$ cat src/rtl/mem_stage_dmem_ctrl.sv
// MEM-stage data-memory controller: turns EX/MEM control bits into valid/ready bus transactions,
// stalls the pipeline while an access is in flight. Optional misalignment trap: MISALIGN_TRAP_EN.
module mem_stage_dmem_ctrl #(
   parameter int ADDR_W      = 32,
   parameter int RSP_TIMEOUT = 255
) (
   input  logic              clk,
   input  logic              rst_n,
   input  logic              reg_write_m,
   input  logic              mem_write_m,
   input  logic [1:0]        result_src_m,
   input  logic [2:0]        funct3_m,
   input  logic [31:0]       alu_result_m,
   input  logic [31:0]       write_data_m,
   output logic              stall_m,
   output logic              dmem_req_valid,
   input  logic              dmem_req_ready,
   output logic              dmem_req_we,
   output logic [ADDR_W-1:0] dmem_req_addr,
   output logic [31:0]       dmem_req_wdata,
   output logic [3:0]        dmem_req_be,
   input  logic              dmem_rsp_valid,
   input  logic [31:0]       dmem_rsp_rdata,
   output logic [31:0]       read_data_m,
   output logic              reg_write_w_o,
   output logic              bus_err
`ifdef MISALIGN_TRAP_EN
   ,
   output logic              misalign_o
`endif
);

   localparam int CNT_W = (RSP_TIMEOUT > 1) ? $clog2(RSP_TIMEOUT + 1) : 1;

   typedef enum logic [1:0] {IDLE, REQ, WAIT_RSP, DONE} state_e;

   state_e              state_q, state_d;
   logic [CNT_W-1:0]    cnt_q, cnt_d;
   logic                we_q, we_d;
   logic [ADDR_W-1:0]   addr_q, addr_d;
   logic [31:0]         wdata_q, wdata_d;
   logic [3:0]          be_q, be_d;
   logic [1:0]          off_q, off_d;
   logic [2:0]          f3_q, f3_d;
   logic [31:0]         rdata_q, rdata_d;
   logic                err_q, err_d;
   logic                mis_q, mis_d;

   logic                access;
   logic [1:0]          off;
   logic [3:0]          beNew;
   logic [31:0]         wdataNew;
   logic [1:0]          offNew;
   logic [31:0]         shifted;
   logic [31:0]         extData;
   logic                timeoutHit;

   assign access = mem_write_m | (result_src_m == 2'b01);
   assign off    = alu_result_m[1:0];

   // Lane placement: halves keep only addr[1], words ignore the low address bits.
   always_comb begin
      beNew    = 4'b1111;
      wdataNew = write_data_m;
      offNew   = 2'b00;
      case (funct3_m[1:0])
         2'b00: begin
            beNew    = 4'b0001 << off;
            wdataNew = {4{write_data_m[7:0]}};
            offNew   = off;
         end
         2'b01: begin
            beNew    = 4'b0011 << {off[1], 1'b0};
            wdataNew = {2{write_data_m[15:0]}};
            offNew   = {off[1], 1'b0};
         end
         default: begin
            beNew    = 4'b1111;
            wdataNew = write_data_m;
            offNew   = 2'b00;
         end
      endcase
   end

   always_comb begin
      shifted = dmem_rsp_rdata >> {off_q, 3'b000};
      case (f3_q)
         3'b000:  extData = {{24{shifted[7]}}, shifted[7:0]};
         3'b001:  extData = {{16{shifted[15]}}, shifted[15:0]};
         3'b100:  extData = {24'h000000, shifted[7:0]};
         3'b101:  extData = {16'h0000, shifted[15:0]};
         default: extData = shifted;
      endcase
   end

   assign timeoutHit = (RSP_TIMEOUT != 0) && ((32'(cnt_q) + 32'd1) == 32'(RSP_TIMEOUT));

`ifdef MISALIGN_TRAP_EN
   logic misal;
   always_comb begin
      case (funct3_m[1:0])
         2'b00:   misal = 1'b0;
         2'b01:   misal = off[0];
         default: misal = |off;
      endcase
   end
`endif

   always_comb begin
      state_d = state_q;
      cnt_d   = cnt_q;
      we_d    = we_q;
      addr_d  = addr_q;
      wdata_d = wdata_q;
      be_d    = be_q;
      off_d   = off_q;
      f3_d    = f3_q;
      rdata_d = rdata_q;
      err_d   = 1'b0;
      mis_d   = 1'b0;
      stall_m = 1'b0;
      case (state_q)
         IDLE: begin
            if (access) begin
               stall_m = 1'b1;
               we_d    = mem_write_m;
               addr_d  = {alu_result_m[ADDR_W-1:2], 2'b00};
               wdata_d = wdataNew;
               be_d    = beNew;
               off_d   = offNew;
               f3_d    = funct3_m;
               state_d = REQ;
`ifdef MISALIGN_TRAP_EN
               if (misal) begin
                  state_d = DONE;
                  err_d   = 1'b1;
                  mis_d   = 1'b1;
                  rdata_d = 32'h0;
               end
`endif
            end
         end
         REQ: begin
            stall_m = 1'b1;
            if (dmem_req_ready) begin
               cnt_d   = '0;
               state_d = we_q ? DONE : WAIT_RSP;
            end
         end
         WAIT_RSP: begin
            stall_m = 1'b1;
            if (dmem_rsp_valid) begin
               rdata_d = extData;
               state_d = DONE;
            end else if (RSP_TIMEOUT != 0) begin
               cnt_d = cnt_q + CNT_W'(1);
               if (timeoutHit) begin
                  err_d   = 1'b1;
                  rdata_d = 32'h0;
                  state_d = DONE;
               end
            end
         end
         DONE: begin
            state_d = IDLE;
         end
         default: begin
            state_d = IDLE;
         end
      endcase
   end

   // Reset also kills an in-flight request; a late response then lands in IDLE and is dropped.
   always_ff @(posedge clk or negedge rst_n) begin
      if (!rst_n) begin
         state_q <= IDLE;
         cnt_q   <= '0;
         we_q    <= 1'b0;
         addr_q  <= '0;
         wdata_q <= 32'h0;
         be_q    <= 4'h0;
         off_q   <= 2'b00;
         f3_q    <= 3'b000;
         rdata_q <= 32'h0;
         err_q   <= 1'b0;
         mis_q   <= 1'b0;
      end else begin
         state_q <= state_d;
         cnt_q   <= cnt_d;
         we_q    <= we_d;
         addr_q  <= addr_d;
         wdata_q <= wdata_d;
         be_q    <= be_d;
         off_q   <= off_d;
         f3_q    <= f3_d;
         rdata_q <= rdata_d;
         err_q   <= err_d;
         mis_q   <= mis_d;
      end
   end

   // err_q is only ever set on entry to DONE, so it doubles as the one-cycle bus_err pulse.
   assign dmem_req_valid = (state_q == REQ);
   assign dmem_req_we    = we_q;
   assign dmem_req_addr  = addr_q;
   assign dmem_req_wdata = wdata_q;
   assign dmem_req_be    = be_q;
   assign read_data_m    = rdata_q;
   assign reg_write_w_o  = reg_write_m & ~err_q;
   assign bus_err        = err_q;
`ifdef MISALIGN_TRAP_EN
   assign misalign_o     = mis_q;
`endif

endmodule

$ cat config.mk
export PLATFORM = sky130hd
export DESIGN_NAME = mem_stage_dmem_ctrl
export DESIGN_NICKNAME = d
export VERILOG_FILES = /design/src/rtl/mem_stage_dmem_ctrl.sv
export SDC_FILE = /design/constraint.sdc
export NUM_CORES = 1
export LEC_CHECK = 0
export BUFFER_PORTS_ARGS = -buffer_cell sky130_fd_sc_hd__buf_2
export CAP_MARGIN = 20
export CORE_ASPECT_RATIO = 0.9
export CORE_UTILIZATION = 49
export DETAILED_ROUTE_END_ITERATION = 10
export PLACE_DENSITY_LB_ADDON = 0.05
export SLEW_MARGIN = 0
export SYNTH_ARGS = -nofsm -noshare
export SYNTH_HDL_FRONTEND = slang
export SYNTH_SLANG_ARGS = --single-unit
$ cat constraint.sdc
create_clock -name clk -period 2.9 [get_ports clk]
set_clock_uncertainty 0.05 [all_clocks]
set_input_delay 0.29 -clock clk [delete_from_list [all_inputs] [get_ports clk]]
set_output_delay 0.29 -clock clk [all_outputs]
set_load 0.01 [all_outputs]
# == Yosys cells after proc, flatten, opt, wreduce, memory -nomap -nowiden ==
# Index checks and enable logic that the tools add are counted.
# totals
elab_cells,61
inputBits,107
reg_bits,115
output_inout_bits,105
# classes
shifts,3
n_bitwise,3
reduce_logical,10
addsub,2
eq_ne,13
muxes,20
# op_table
operator,n
case mux 32 bit (4 select lines),1
2-to-1 mux 32 bit,2
case mux 32 bit (2 select lines),1
right shift 32 x 5 -> 32 bit,1
2-to-1 mux 8 bit,2
case mux 8 bit (2 select lines),1
adder 8 x 1 -> 9 bit (second input constant),1
equality test 9 x 8 -> 1 bit (second input constant),1
adder 8 x 1 -> 8 bit (second input constant),1
2-to-1 mux 2 bit,4
case mux 2 bit (4 select lines),1
case mux 4 bit (2 select lines),1
equality test 2 x 1 -> 1 bit (second input constant),3
equality test 3 bit (second input constant),2
AND reduction 3 bit,2
2-to-1 mux 1 bit,5
equality test 2 bit (second input constant),2
logical NOT 2 bit,2
inequality test 2 bit (second input constant),2
case mux 2 bit (2 select lines),1
AND reduction 2 bit,2
nonzero test 2 bit,2
left shift 1 x 2 -> 4 bit (first input constant),1
left shift 2 x 2 -> 4 bit (first input constant),1
9 further kinds,9

# == Depth between registers and ports, before layout ==
# depth
word_depth,5
depth_mapped,8
mapped_depth_nobuf,7

# == Worst setup path after synthesis ==
# OpenSTA, ideal clock, no wires.
# synth_path
kind,register to register
startpoint,register cnt_q[0]
endpoint,"register rdata_q[26], in the netlist read_data_m[26]"
required_time_ns,2.724
stages_incl_launch_ff,8
setup_slack_ns,0.608
arrival_ns,2.116
n_path_buf,1
path_cell_list,dfrtp_1 ha_1 nand3_2 or3_4 a2111oi_4 o21ai_2 buf_6 a221o_1
# synth_via
elab_chain_cells,4
# synth_lines
element,line,text
from (decl),38,"logic [CNT_W-1:0] cnt_q, cnt_d;"
from (signal assigned),189,cnt_q <= cnt_d;
adder 8 x 1 -> 9 bit,96,assign timeoutHit = (RSP_TIMEOUT != 0) && ((32'(cnt_q) + 32'd1) == 32'(RSP_TIMEOUT));
equality test 9 x 8 -> 1 bit,96,
nonzero test 2 bit (no line),-,
AND reduction 2 bit (no line),-,
to (signal assigned),196,rdata_q <= rdata_d;
to (decl),45,"logic [31:0] rdata_q, rdata_d;"
# No other way between the ends.
# A chain may end at the register's enable or synchronous reset.

# == Worst setup path after layout ==
# layout_path
startpoint,register cnt_q[0]
endpoint,"register rdata_q[12], in the netlist read_data_m[12]"
# Same word-level chain as after synthesis.

==> metrics <==
core area between 10000 and 15000 um^2; CP startpoint cnt_q[0]; Ant. Diodes 0; mapped cell area between 5000 and 6000 um^2; top_reg_cell synth dfrtp_1; DR DRC count 0; Sum Neg Setup Slack 0 ns; Post-DRT Antenna Nets 0; Yosys cell types 43; antenna violations before repair 0; H-tree depth 4; CP Max Fanout 21; vias in the first global route 4356; synth-to-layout area growth 33.6%; Post-synth EDFFs 0; drt wl/cell 16.0 um; fin area 7270 um^2; CTS tree yes; TritonCTS Buffers 17; cells after synthesis about 480; Die Height slightly above 100 um; RSZ-0062 raised after global routing no; CTS resizes 0; Tcrit/Tclk final between 90% and 100%; largest net degree at the start of global routing 94; critical path arrival about 3 ns; Layout Utilization 67.2%; Max-Cap Viols 0; HP Start alu_result_m[16]; Avg Inst Size Synth 11.4 um^2; yosys warns 0; vias after detailed routing between 4000 and 5000; Slew Limit Fails 0; Post-synth ARST share 100%; layout cell share with drive strength beyond 1 around 44%; Setup Viol. Count Final 0; Max Freq ~0.38 GHz; min cycle time layout between 2 and 3 ns; Slew @ Worst Pin between 0.9 and 1 ns; die width ~110 um; TritonCTS Sinks 115; Pre-Repair DR Iteration Count 4; Pwr per Cell Area between 1000 and 1500 nW/um^2; gpl congestion approximately 0.78; CP endpoint kind flip-flop; Synth Register Bits roughly 120; hpwl dp 9640 um; Via density between 5 and 6; startpoint types flip-flop; fillers between 800 and 900; Worst Path Required between 3 and 4 ns; critical path class flip-flop to flip-flop; num ports roughly 210; final WL approximately 13000 um; Starting Density about half; DR iter-0 viols 193; GR Overflow Total 0; FF-to-FF Start cnt_q[0]; first-pass GRT wire length 21400 um; Row Count 36; worst hold-check path type input pin to flip-flop; Peak supply drop around 0.58 mV; Worst slew margin between 30% and 40%; Setup Buffers After CTS 0; sequential fraction of the synthesis area about 53%; placed inst area 6650 um^2; Hold Fails Final Rpt 0; Clk Latency, worst-skew pair about 0.40 ns; Tot GR Track Use around a quarter; Longest Clk Path Bufs 2; DIE AREA between 10000 and 15000 um^2; CTS root buffer clkbuf_16; outcome completed; Final #Nets roughly 800; register clock-pin slew on the reported worst setup and hold paths roughly 0.05 ns; Leakage approximately 3.7 nW; Port-buffer cells between 200 and 250
-- per-layer routing --
layer,wire length (um),vias up,global-route usage (%)
met1,6110,2123,31.1
met2,6110,138,37.7
met5,0,-,0
li1,-,2132,-
met4,229,0,9.01
met3,897,18,8.96
-- flip-flops by register name, summed over array words and instances, names as in the netlist, 2 cells and up --
signal          count
dmem_req_addr      30
f3_q                3
state_q             2
dmem_req_be         4
dmem_req_wdata     32
cnt_q               8
off_q               2
read_data_m        32
-- final timing paths --
check                                          end  slack [ns]  cells past startpoint
worst max register to register     read_data_m[12]        0.24                      7
max in group asynchronous        dmem_req_addr[15]        1.76                      3
worst min register to register  dmem_req_wdata[12]        0.42                      2
worst max-delay path               read_data_m[12]        0.24                      7
worst min-delay path             dmem_req_addr[16]        0.06                      2
min in group asynchronous               state_q[1]        0.27                      2
-- metrics by stage --
| step | hold WS [ns] | cells | setup WS (ns) | total power, mW |
|---|---|---|---|---|
| 4_1_cts | 0.0466 | 833 | 0.231 | 7.98 |
| 6_report | 0.0566 | 833 | 0.237 | 7.91 |
| 5_1_grt | 0.0410 | 833 | 0.0186 | 8.42 |
| 3_3_place_gp | 0.155 | 801 | 0.333 | 5.73 |
| 2_1_floorplan | -0.0556 | 478 | 0.608 | 4.59 |
| 3_5_place_dp | 0.151 | 801 | 0.266 | 5.82 |
-- worst max-delay path: stages (launching register included) --
cell,delay (ns)
dfrtp_1,0.42
ha_1,0.27
nand3_2,0.13
o21ai_0,0.39
a2111oi_4,0.17
o21ai_2,0.74
buf_4,0.29
o2bb2ai_1,0.12
-- synthesized netlist by cell type, drive strengths merged, types with 6 or more instances --
master	n	share of area [%]
a211o	9	1.4
a21boi	6	0.83
a21oi	15	1.4
a221o	8	1.5
a22o	7	1.1
buf	11	1.1
clkbuf	22	1.5
dfrtp	115	53
ha	7	1.6
mux2	52	11
mux2i	44	8.1
nand2	54	3.7
nor2	24	1.7
o21ai	46	4.3
o2bb2ai	14	2.3
o31ai	6	0.83
-- power by group --
group          total (mW)  switching, mW  internal (mW)
logic                3.06           1.61           1.45
registers            2.73          0.400           2.33
clock network        2.12          0.710           1.41
-- cell type report --
class	count	area [um^2]	share of cell area (%)
clock buffers	23	478	6.58
clock inverters	8	126	1.74
inverters	5	18.8	0.258
multi-input cells	325	2410	33.2
flip-flops and latches	115	2880	39.6
well taps	133	166	2.29
repair buffers	224	1190	16.4
-- cell families after synthesis --
kind of cell	after synthesis	share of synthesized area, %
DFF	115	52.9
and+or+nand+nor	98	7.91
AOI/OAI and AO/OA	120	15.3
other	1	0.0689
xor gates and xnor gates	2	0.322
buffers and inverters	38	3.01
muxes	96	18.9
adders and majority gates	7	1.61
-- repair_timing --
| item | 4_1_cts | 5_1_grt |
|---|---|---|
| hold buffers | 1 | 0 |
| hold endpoints to repair | 22 | 0 |
| setup endpoints to repair | 0 | 0 |
-- placed cells by master, fill, tap and decap left out, types with 3 or more instances in the layout --
master	synthesis	final
mux2_2	52	52
a221o_1	8	8
o2bb2ai_1	14	14
buf_4	2	13
a22o_1	7	7
o21ai_0	45	45
nor2b_1	5	5
clkbuf_16	0	17
a21boi_0	6	6
a21o_1	3	3
a21oi_1	15	15
o31ai_1	6	6
inv_1	5	5
nand2_1	54	54
dfrtp_1	115	115
nor2_1	24	24
bufinv_16	0	3
clkbuf_8	0	3
mux2i_1	44	44
clkinvlp_4	0	3
ha_1	7	7
a211o_1	9	9
clkbuf_1	22	3
nand3_1	3	3
buf_2	5	208
Note: power is estimated with default switching activity, not from simulation.
